$ cat src/rtl/ex_pkg.sv
// Shared types for the execute-resolve stage: result-op encoding, branch
// funct3 codes and the writeback/branch packet carried to the memory stage.
package ex_pkg;

  localparam int XLEN = 32;

  typedef enum logic [1:0] {
    RES_PASS   = 2'b00,
    RES_SLT    = 2'b01,
    RES_SLTU   = 2'b10,
    RES_BRANCH = 2'b11
  } res_op_t;

  localparam logic [2:0] F3_BEQ  = 3'b000;
  localparam logic [2:0] F3_BNE  = 3'b001;
  localparam logic [2:0] F3_BLT  = 3'b100;
  localparam logic [2:0] F3_BGE  = 3'b101;
  localparam logic [2:0] F3_BLTU = 3'b110;
  localparam logic [2:0] F3_BGEU = 3'b111;

  typedef struct packed {
    logic [XLEN-1:0] result;
    logic [4:0]      rd;
    logic            reg_write;
    logic            br_taken;
    logic [XLEN-1:0] br_target;
  } ex_pkt_t;

endpackage

$ cat src/rtl/branch_cond.sv
// Branch comparison from the flags of an A-B subtract. Carry means "no borrow",
// so unsigned less-than is its inverse; signed less-than corrects N by overflow.
module branch_cond
  import ex_pkg::*;
(
  input  logic       alu_carry,
  input  logic       alu_zero,
  input  logic       alu_negative,
  input  logic       alu_result_msb,
  input  logic       op_a_msb,
  input  logic       op_b_msb,
  input  logic [2:0] funct3,
  output logic       eq,
  output logic       lt,
  output logic       ltu,
  output logic       taken
);

  logic ovf;

  assign ovf = (op_a_msb != op_b_msb) & (alu_result_msb != op_a_msb);
  assign lt  = alu_negative ^ ovf;
  assign ltu = ~alu_carry;
  assign eq  = alu_zero;

  // NOTE: every always_comb output gets a default first so no path infers a latch.
  always_comb begin
    taken = 1'b0;
    case (funct3)
      F3_BEQ:  taken = eq;
      F3_BNE:  taken = ~eq;
      F3_BLT:  taken = lt;
      F3_BGE:  taken = ~lt;
      F3_BLTU: taken = ltu;
      F3_BGEU: taken = ~ltu;
      default: taken = 1'b0;
    endcase
  end

endmodule

$ cat src/rtl/ex_resolve_stage.sv
// Execute-resolve stage: completes SLT/SLTU, resolves branches and registers the
// packet toward memory. EX_RESOLVE_SKID_EN selects a 2-entry skid buffer.
module ex_resolve_stage
  import ex_pkg::*;
(
  input  logic        clk,
  input  logic        rst_n,
  input  logic        in_valid,
  output logic        in_ready,
  input  logic [31:0] alu_result,
  input  logic        alu_carry,
  input  logic        alu_zero,
  input  logic        alu_negative,
  input  logic        op_a_msb,
  input  logic        op_b_msb,
  input  logic [1:0]  res_op,
  input  logic [2:0]  br_funct3,
  input  logic [4:0]  rd,
  input  logic        reg_write,
  input  logic [31:0] br_target,
  input  logic        flush,
  output logic        out_valid,
  input  logic        out_ready,
  output logic [31:0] out_result,
  output logic [4:0]  out_rd,
  output logic        out_reg_write,
  output logic        out_br_taken,
  output logic [31:0] out_br_target
);

  res_op_t op;
  logic    eq_unused, lt, ltu, taken;
  ex_pkt_t pkt_d;
  ex_pkt_t main_q;
  logic    main_valid_q;
  logic    acc, drn;

  assign op = res_op_t'(res_op);

  branch_cond u_branch_cond (
    .alu_carry      (alu_carry),
    .alu_zero       (alu_zero),
    .alu_negative   (alu_negative),
    .alu_result_msb (alu_result[31]),
    .op_a_msb       (op_a_msb),
    .op_b_msb       (op_b_msb),
    .funct3         (br_funct3),
    .eq             (eq_unused),
    .lt             (lt),
    .ltu            (ltu),
    .taken          (taken)
  );

  always_comb begin
    pkt_d           = '0;
    pkt_d.result    = alu_result;
    pkt_d.rd        = rd;
    pkt_d.reg_write = reg_write;
    pkt_d.br_target = br_target;
    case (op)
      RES_SLT:  pkt_d.result = {31'b0, lt};
      RES_SLTU: pkt_d.result = {31'b0, ltu};
      RES_BRANCH: begin
        pkt_d.reg_write = 1'b0;
        pkt_d.br_taken  = taken;
      end
      default: ;
    endcase
  end

  assign acc = in_valid & in_ready;
  assign drn = main_valid_q & out_ready;

`ifdef EX_RESOLVE_SKID_EN
  ex_pkt_t skid_q;
  logic    skid_valid_q;

  // Ready comes straight from a flop, isolating upstream from out_ready timing.
  assign in_ready = ~skid_valid_q;

  // NOTE: sequential state uses non-blocking assignment so every flop samples pre-edge values.
  always_ff @(posedge clk or negedge rst_n) begin
    if (!rst_n) begin
      main_q       <= '0;
      main_valid_q <= 1'b0;
      skid_q       <= '0;
      skid_valid_q <= 1'b0;
    end else if (flush) begin
      main_valid_q <= 1'b0;
      skid_valid_q <= 1'b0;
    end else if (!main_valid_q) begin
      if (acc) begin
        main_q       <= pkt_d;
        main_valid_q <= 1'b1;
      end
    end else if (!skid_valid_q) begin
      if (acc && drn) begin
        main_q <= pkt_d;
      end else if (acc) begin
        skid_q       <= pkt_d;
        skid_valid_q <= 1'b1;
      end else if (drn) begin
        main_valid_q <= 1'b0;
      end
    end else if (drn) begin
      main_q       <= skid_q;
      skid_valid_q <= 1'b0;
    end
  end
`else
  assign in_ready = ~main_valid_q | out_ready;

  always_ff @(posedge clk or negedge rst_n) begin
    if (!rst_n) begin
      main_q       <= '0;
      main_valid_q <= 1'b0;
    end else if (flush) begin
      main_valid_q <= 1'b0;
    end else if (acc) begin
      main_q       <= pkt_d;
      main_valid_q <= 1'b1;
    end else if (drn) begin
      main_valid_q <= 1'b0;
    end
  end
`endif

  assign out_valid     = main_valid_q;
  assign out_result    = main_q.result;
  assign out_rd        = main_q.rd;
  assign out_reg_write = main_q.reg_write;
  assign out_br_taken  = main_q.br_taken;
  assign out_br_target = main_q.br_target;

endmodule

$ cat config.mk
export PLATFORM = sky130hd
export DESIGN_NAME = ex_resolve_stage
export DESIGN_NICKNAME = d
export VERILOG_FILES = /design/src/rtl/ex_pkg.sv /design/src/rtl/branch_cond.sv /design/src/rtl/ex_resolve_stage.sv
export SDC_FILE = /design/constraint.sdc
export NUM_CORES = 1
export LEC_CHECK = 0
export BUFFER_PORTS_ARGS = -buffer_cell sky130_fd_sc_hd__buf_2
export CAP_MARGIN = 20
export CELL_PAD_IN_SITES_DETAIL_PLACEMENT = 1
export CELL_PAD_IN_SITES_GLOBAL_PLACEMENT = 2
export CORE_MARGIN = 10
export CORE_UTILIZATION = 24
export CTS_CLUSTER_SIZE = 16
export DETAILED_ROUTE_END_ITERATION = 12
export PLACE_DENSITY = 0.81
export SYNTH_ARGS = -nofsm -noshare
export SYNTH_HDL_FRONTEND = slang
export SYNTH_SLANG_ARGS = --single-unit
$ cat constraint.sdc
create_clock -name clk -period 1.52 [get_ports clk]
set_input_delay 0.304 -clock clk [delete_from_list [all_inputs] [get_ports clk]]
set_output_delay 0.304 -clock clk [all_outputs]
set_load 0.1 [all_outputs]
Word-level counts from Yosys, hierarchy flattened
Cells that the tools add are included.
{ "classes": {"eq_ne": 10, "muxes": 6, "bitwise": 10, "reduce_logical": 3} }
{ "op_table": {"columns": ["cell", "n"], "rows": [
  ["$pmux 32 s2", 1],
  ["$eq 3x3->1 const B", 4],
  ["$pmux 1 s6", 1],
  ["$not 1->1", 5],
  ["$eq 2x2->1 const B", 2],
  ["$and 1x1->1", 3],
  ["$eq 3x1->1 const B", 1],
  ["$logic_not 3->1", 1],
  ["$mux 1", 3],
  ["$reduce_bool 3->1", 1],
  ["$eq 2x1->1 const B", 1],
  ["$mux 2", 1],
  ["$ne 1x1->1", 2],
  ["$reduce_and 2->1", 1],
  ["$or 1x1->1", 1],
  ["$xor 1x1->1", 1]
]} }
{ "word_totals": {"regBits": 72, "input_bits": 85, "elab_cells": 35} }

Logic depth before layout (Yosys ltp)
{ "depth": {"ltp_word": 6, "ltp_mapped": 7, "depth_no_buf": 5} }

By module
Synthesis repeated with hierarchy kept, for this count alone.
{ "unflattened": {"hier_cells": 249, "area_unflattened_um2": 3303.2} }
{ "modules_own_cells": {"columns": ["module", "n_inst", "cells_per_inst", "area_each_um2"], "rows": [
  ["ex_resolve_stage", 1, 233, 3190.6],
  ["branch_cond", 1, 16, 112.6]
]} }

Worst setup path before layout
No wires, ideal clock.
{ "synth_path": {"kind": "register to register", "from": "register main_valid_q (netlist: out_valid)", "to": "register main_q, in the netlist out_br_taken", "t_arrival_ns": 2.370, "required_ns": 1.425, "path_slack_ns": -0.945, "stages_incl_launch_ff": 8, "synth_period_minus_slack_ns": 2.465, "path_cell_list": "dfrtp_1 nor2b_2 inv_1 nand3b_1 buf_6 buf_2 nand2_1 o31ai_1"} }
{ "synth_via": {"elab_chain_cells": 4} }
{ "synth_rtl": {"columns": ["item", "line_no", "source"], "rows": [
  ["from (decl)", "ex_resolve_stage.sv:35", "logic main_valid_q;"],
  ["from (signal assigned)", "ex_resolve_stage.sv:116", "main_valid_q <= 1'b0;"],
  ["from (signal assigned)", "ex_resolve_stage.sv:118", "main_valid_q <= 1'b0;"],
  ["from (signal assigned)", "ex_resolve_stage.sv:121", "main_valid_q <= 1'b1;"],
  ["$not 1->1", "ex_resolve_stage.sv:111", "assign in_ready = ~main_valid_q | out_ready;"],
  ["$or 1x1->1", "ex_resolve_stage.sv:111", null],
  ["net in_ready", "ex_resolve_stage.sv:9", "output logic in_ready,"],
  ["$and 1x1->1", "ex_resolve_stage.sv:71", "assign acc = in_valid & in_ready;"],
  ["$reduce_and 2->1 (no source line)", null, null],
  ["to (signal assigned)", "ex_resolve_stage.sv:120", "main_q <= pkt_d;"],
  ["to (decl)", "ex_resolve_stage.sv:34", "ex_pkt_t main_q;"]
]} }
The timed path passes the listed nets, and every way through them passes these cells.
A chain may end at the register's enable or synchronous reset.

Worst setup path in the final report
{ "layout_path": {"from": "register main_valid_q (netlist: out_valid)", "to": "register main_q, in the netlist out_br_taken"} }
{ "layout_via": {"elab_chain_cells": 4} }
{ "layout_rtl": {"columns": ["item", "line_no"], "rows": [
  ["$not 1->1", "ex_resolve_stage.sv:111"],
  ["$or 1x1->1", "ex_resolve_stage.sv:111"],
  ["$and 1x1->1", "ex_resolve_stage.sv:71"],
  ["$reduce_and 2->1 (no source line)", null]
]} }
No other way between the ends.

==> impl_metrics.tcl <==
set metrics [dict create \
    relSlewSlack 0.649 \
    post_route_cells_drive_above_1_share 0.434 \
    tns_ns -5.18 \
    power.density_mw_per_mm2 1600 \
    period_minus_slack_ns 1.65 \
    slew_viol_final 0 \
    crit_type "reg -> reg" \
    skew_ns 0.00813 \
    crit_required_ns 1.76 \
    failed_checks "negative setup slack" \
    syn_avg_cell_area_sq_um 8.93 \
    cts_sinks 72 \
    met1_length_mm 5.12 \
    status "finished with violations" \
    start_util 0.247 \
    drc 0 \
    period_share 1.09 \
    cp_max_fo 6 \
    die_w_um 131 \
    drtIter0Drc 96 \
    dr_total_vias 2917 \
    gr-total-overflow 0 \
    dp_hpwl_mm 7.85 \
    final_util 0.392 \
    syn_nets 421 \
    wl_mm 11.9 \
    grt_pass1_vias 3008 \
    startpoint_type "flop" \
    maxCapViolations 0 \
    worst_slew_pin_slew_ns 0.530 \
    max_freq_mhz 606 \
    route.met3.wl_um 573 \
    switching_power_mw 3.50 \
    crit_family "buffers and inverters" \
    num_rows 40 \
    finalSetupViolations 72 \
    dp_slack_ns 0.0542 \
    ios 158 \
    die_y_um 131 \
    rsz0062_at_grt "true" \
    avgRoutedWirePerCell_um 17.4 \
    grt_pass1_wl_mm 16.5 \
    ys_ff_latch 72 \
    vias_per_cell 4.28 \
    dieArea_sq_mm 0.0172 \
    cts_tree "done" \
    fin_area_sq_mm 0.00473 \
    yosys_warnings 0 \
    min_path_type "in -> reg" \
    cell_internal_pwr_mw 4.05 \
    layout_commonest_cell "nand2_1" \
    clk_pin_slew_ns 0.06 \
    ant_nets 0 \
    area_growth_pct 59.0 \
    place_congestion 0.716 \
    p_comb_frac 0.409 \
    crit_arrival_ns 1.89 \
    final_cell_count_no_fill 682 \
    netlist_area_sq_mm 0.00297 \
    antenna_found_initial 0 \
    yosysSeqAreaShare 0.606 \
    firstDrtPassIters 4 \
    nets 599 \
    cts_buffers 9 \
    pwr-share-seq 0.309 \
    power.leakage_nw 2.67 \
    dpl_cell_area_sq_mm 0.00404 \
    wl_met2_mm 6.06 \
    hold_viol 0 \
    placed_cells 650 \
    n_antenna_cell 0 \
    cts_buffer_depth 2 \
    slowest_stage "dfrtp_4" \
    insertion_delay_ns 0.33 \
    ys_types 26 \
    grt_max_degree 49 \
    cp_num_buf_inv 4 \
    clockPowerShare 0.282 \
    cts_root_buffer "clkbuf_16" \
    grt_use_total 0.118 \
    mostFrequentLayoutCells "nand2_1 (166), buf_2 (155), dfrtp_1 (71), nand3_1 (27), clkbuf_16 (16)" \
    irDropWorstVdd_mv 0.575 \
    dr.max_layer_used "met4" \
    core_area_sq_mm 0.0121 \
    portBuffers 157 \
    slowest_delay_ns 0.46 \
    sw_frac_of_total 0.463 \
    worst_path_most_repeated_cell "buf_4" \
    cts_htree_levels 3 \
    cp-end-kind "flop" \
    path_cells "nor2b_4, clkinvlp_4, buf_4, nand3b_1, buf_4, buf_12, o31ai_4" \
    worst_slack_ns -0.130 \
    synth_cells 333 \
]
## final timing paths
path | start | endpoint | slack, ns | depth (start not counted)
hold reg to reg | out_result[8] | out_result[8] | 0.46 | 2
setup reg to reg | out_valid | out_br_taken | -0.13 | 7
hold / removal | br_target[7] | out_br_target[7] | 0.16 | 3
setup / recovery | out_valid | out_br_taken | -0.13 | 7
max in group asynchronous | rst_n | out_br_target[1] | 0.55 | 3
min in group asynchronous | rst_n | out_br_target[15] | 0.46 | 2
## synth_stat cells (all sizes together)
cell | n | share of area
or3 | 2 | 0.0042
a311oi | 1 | 0.0050
clkdlybuf4s15 | 1 | 0.0038
and3b | 1 | 0.0042
nor3b | 2 | 0.0088
nand3b | 2 | 0.0050
nand2b | 1 | 0.0021
ha | 3 | 0.013
nand2 | 178 | 0.22
nor2 | 2 | 0.0025
xor2 | 1 | 0.0029
a21oi | 2 | 0.0034
nor2b | 2 | 0.0051
inv | 6 | 0.0076
dfrtp | 72 | 0.61
buf | 15 | 0.029
o22ai | 1 | 0.0021
nand3 | 31 | 0.052
o31ai | 2 | 0.0050
a211o | 1 | 0.0029
clkbuf | 3 | 0.0038
o21ai | 4 | 0.0067
## worst min-delay path: cells and delay by family
family / cells / cell delay [ns]
buffers and inverters: 1 / 0.08
AND/OR/NAND/NOR: 2 / 0.08
## registers in the layout, indices dropped and copies added (netlist names)
signal,cells
out_br_taken,1
out_br_target,32
out_rd,5
out_reg_write,1
out_result,32
out_valid,1
## layout make-up
| cell class | instances | area, sq um |
|---|---|---|
| fillers | 1470 | 7330 |
| flip-flops and latches | 72 | 1810 |
| repair buffers | 186 | 1270 |
| multi-input cells | 236 | 1120 |
| clock buffers | 11 | 253 |
| well taps | 168 | 210 |
| clock inverters | 3 | 42.5 |
| inverters | 6 | 26.3 |
## per-layer routing
metal	vias to the layer above	track usage
li1	1397	-
met4	0	0.0389
met2	93	0.201
met1	1419	0.138
met5	-	0
met3	8	0.0366
## through the flow
stage	power, mW	hold slack [ns]
2_1_floorplan	4.69	0.00841
3_3_place_gp	5.30	0.276
3_5_place_dp	5.33	0.280
4_1_cts	7.51	0.151
5_1_grt	7.86	0.162
6_report	7.55	0.160
## power groups by stage
stage	logic, mW	clock network, mW	registers, mW
4_1_cts	2.99	2.19	2.33
2_1_floorplan	0.355	0	4.33
5_1_grt	3.22	2.27	2.37
6_report	3.09	2.13	2.33
3_3_place_gp	2.95	0	2.35
3_5_place_dp	2.98	0	2.36
## kinds of logic (layout without fill, tap and decap cells)
group | Yosys count | after routing | share of synthesized area
AO/OA/AOI/OAI | 11 | 11 | 0.0252
XOR/XNOR | 1 | 1 | 0.00295
adder cells (fa/ha/maj) | 3 | 3 | 0.0126
buffers and inverters | 25 | 206 | 0.0446
flip-flops | 72 | 72 | 0.606
AND/OR/NAND/NOR | 221 | 221 | 0.309
## what timing repair did
action | 4_1_cts | 5_1_grt
hold buffers | 1 | 0
setup buffers | 2 | 5
pin swaps | 0 | 9
resized for setup | 4 | 30
cloned | 0 | 10
hold endpoints to repair | 27 | 0
endpoints found under the setup margin | 1 | 68
No activity file was read; power rests on OpenSTA's default activity.
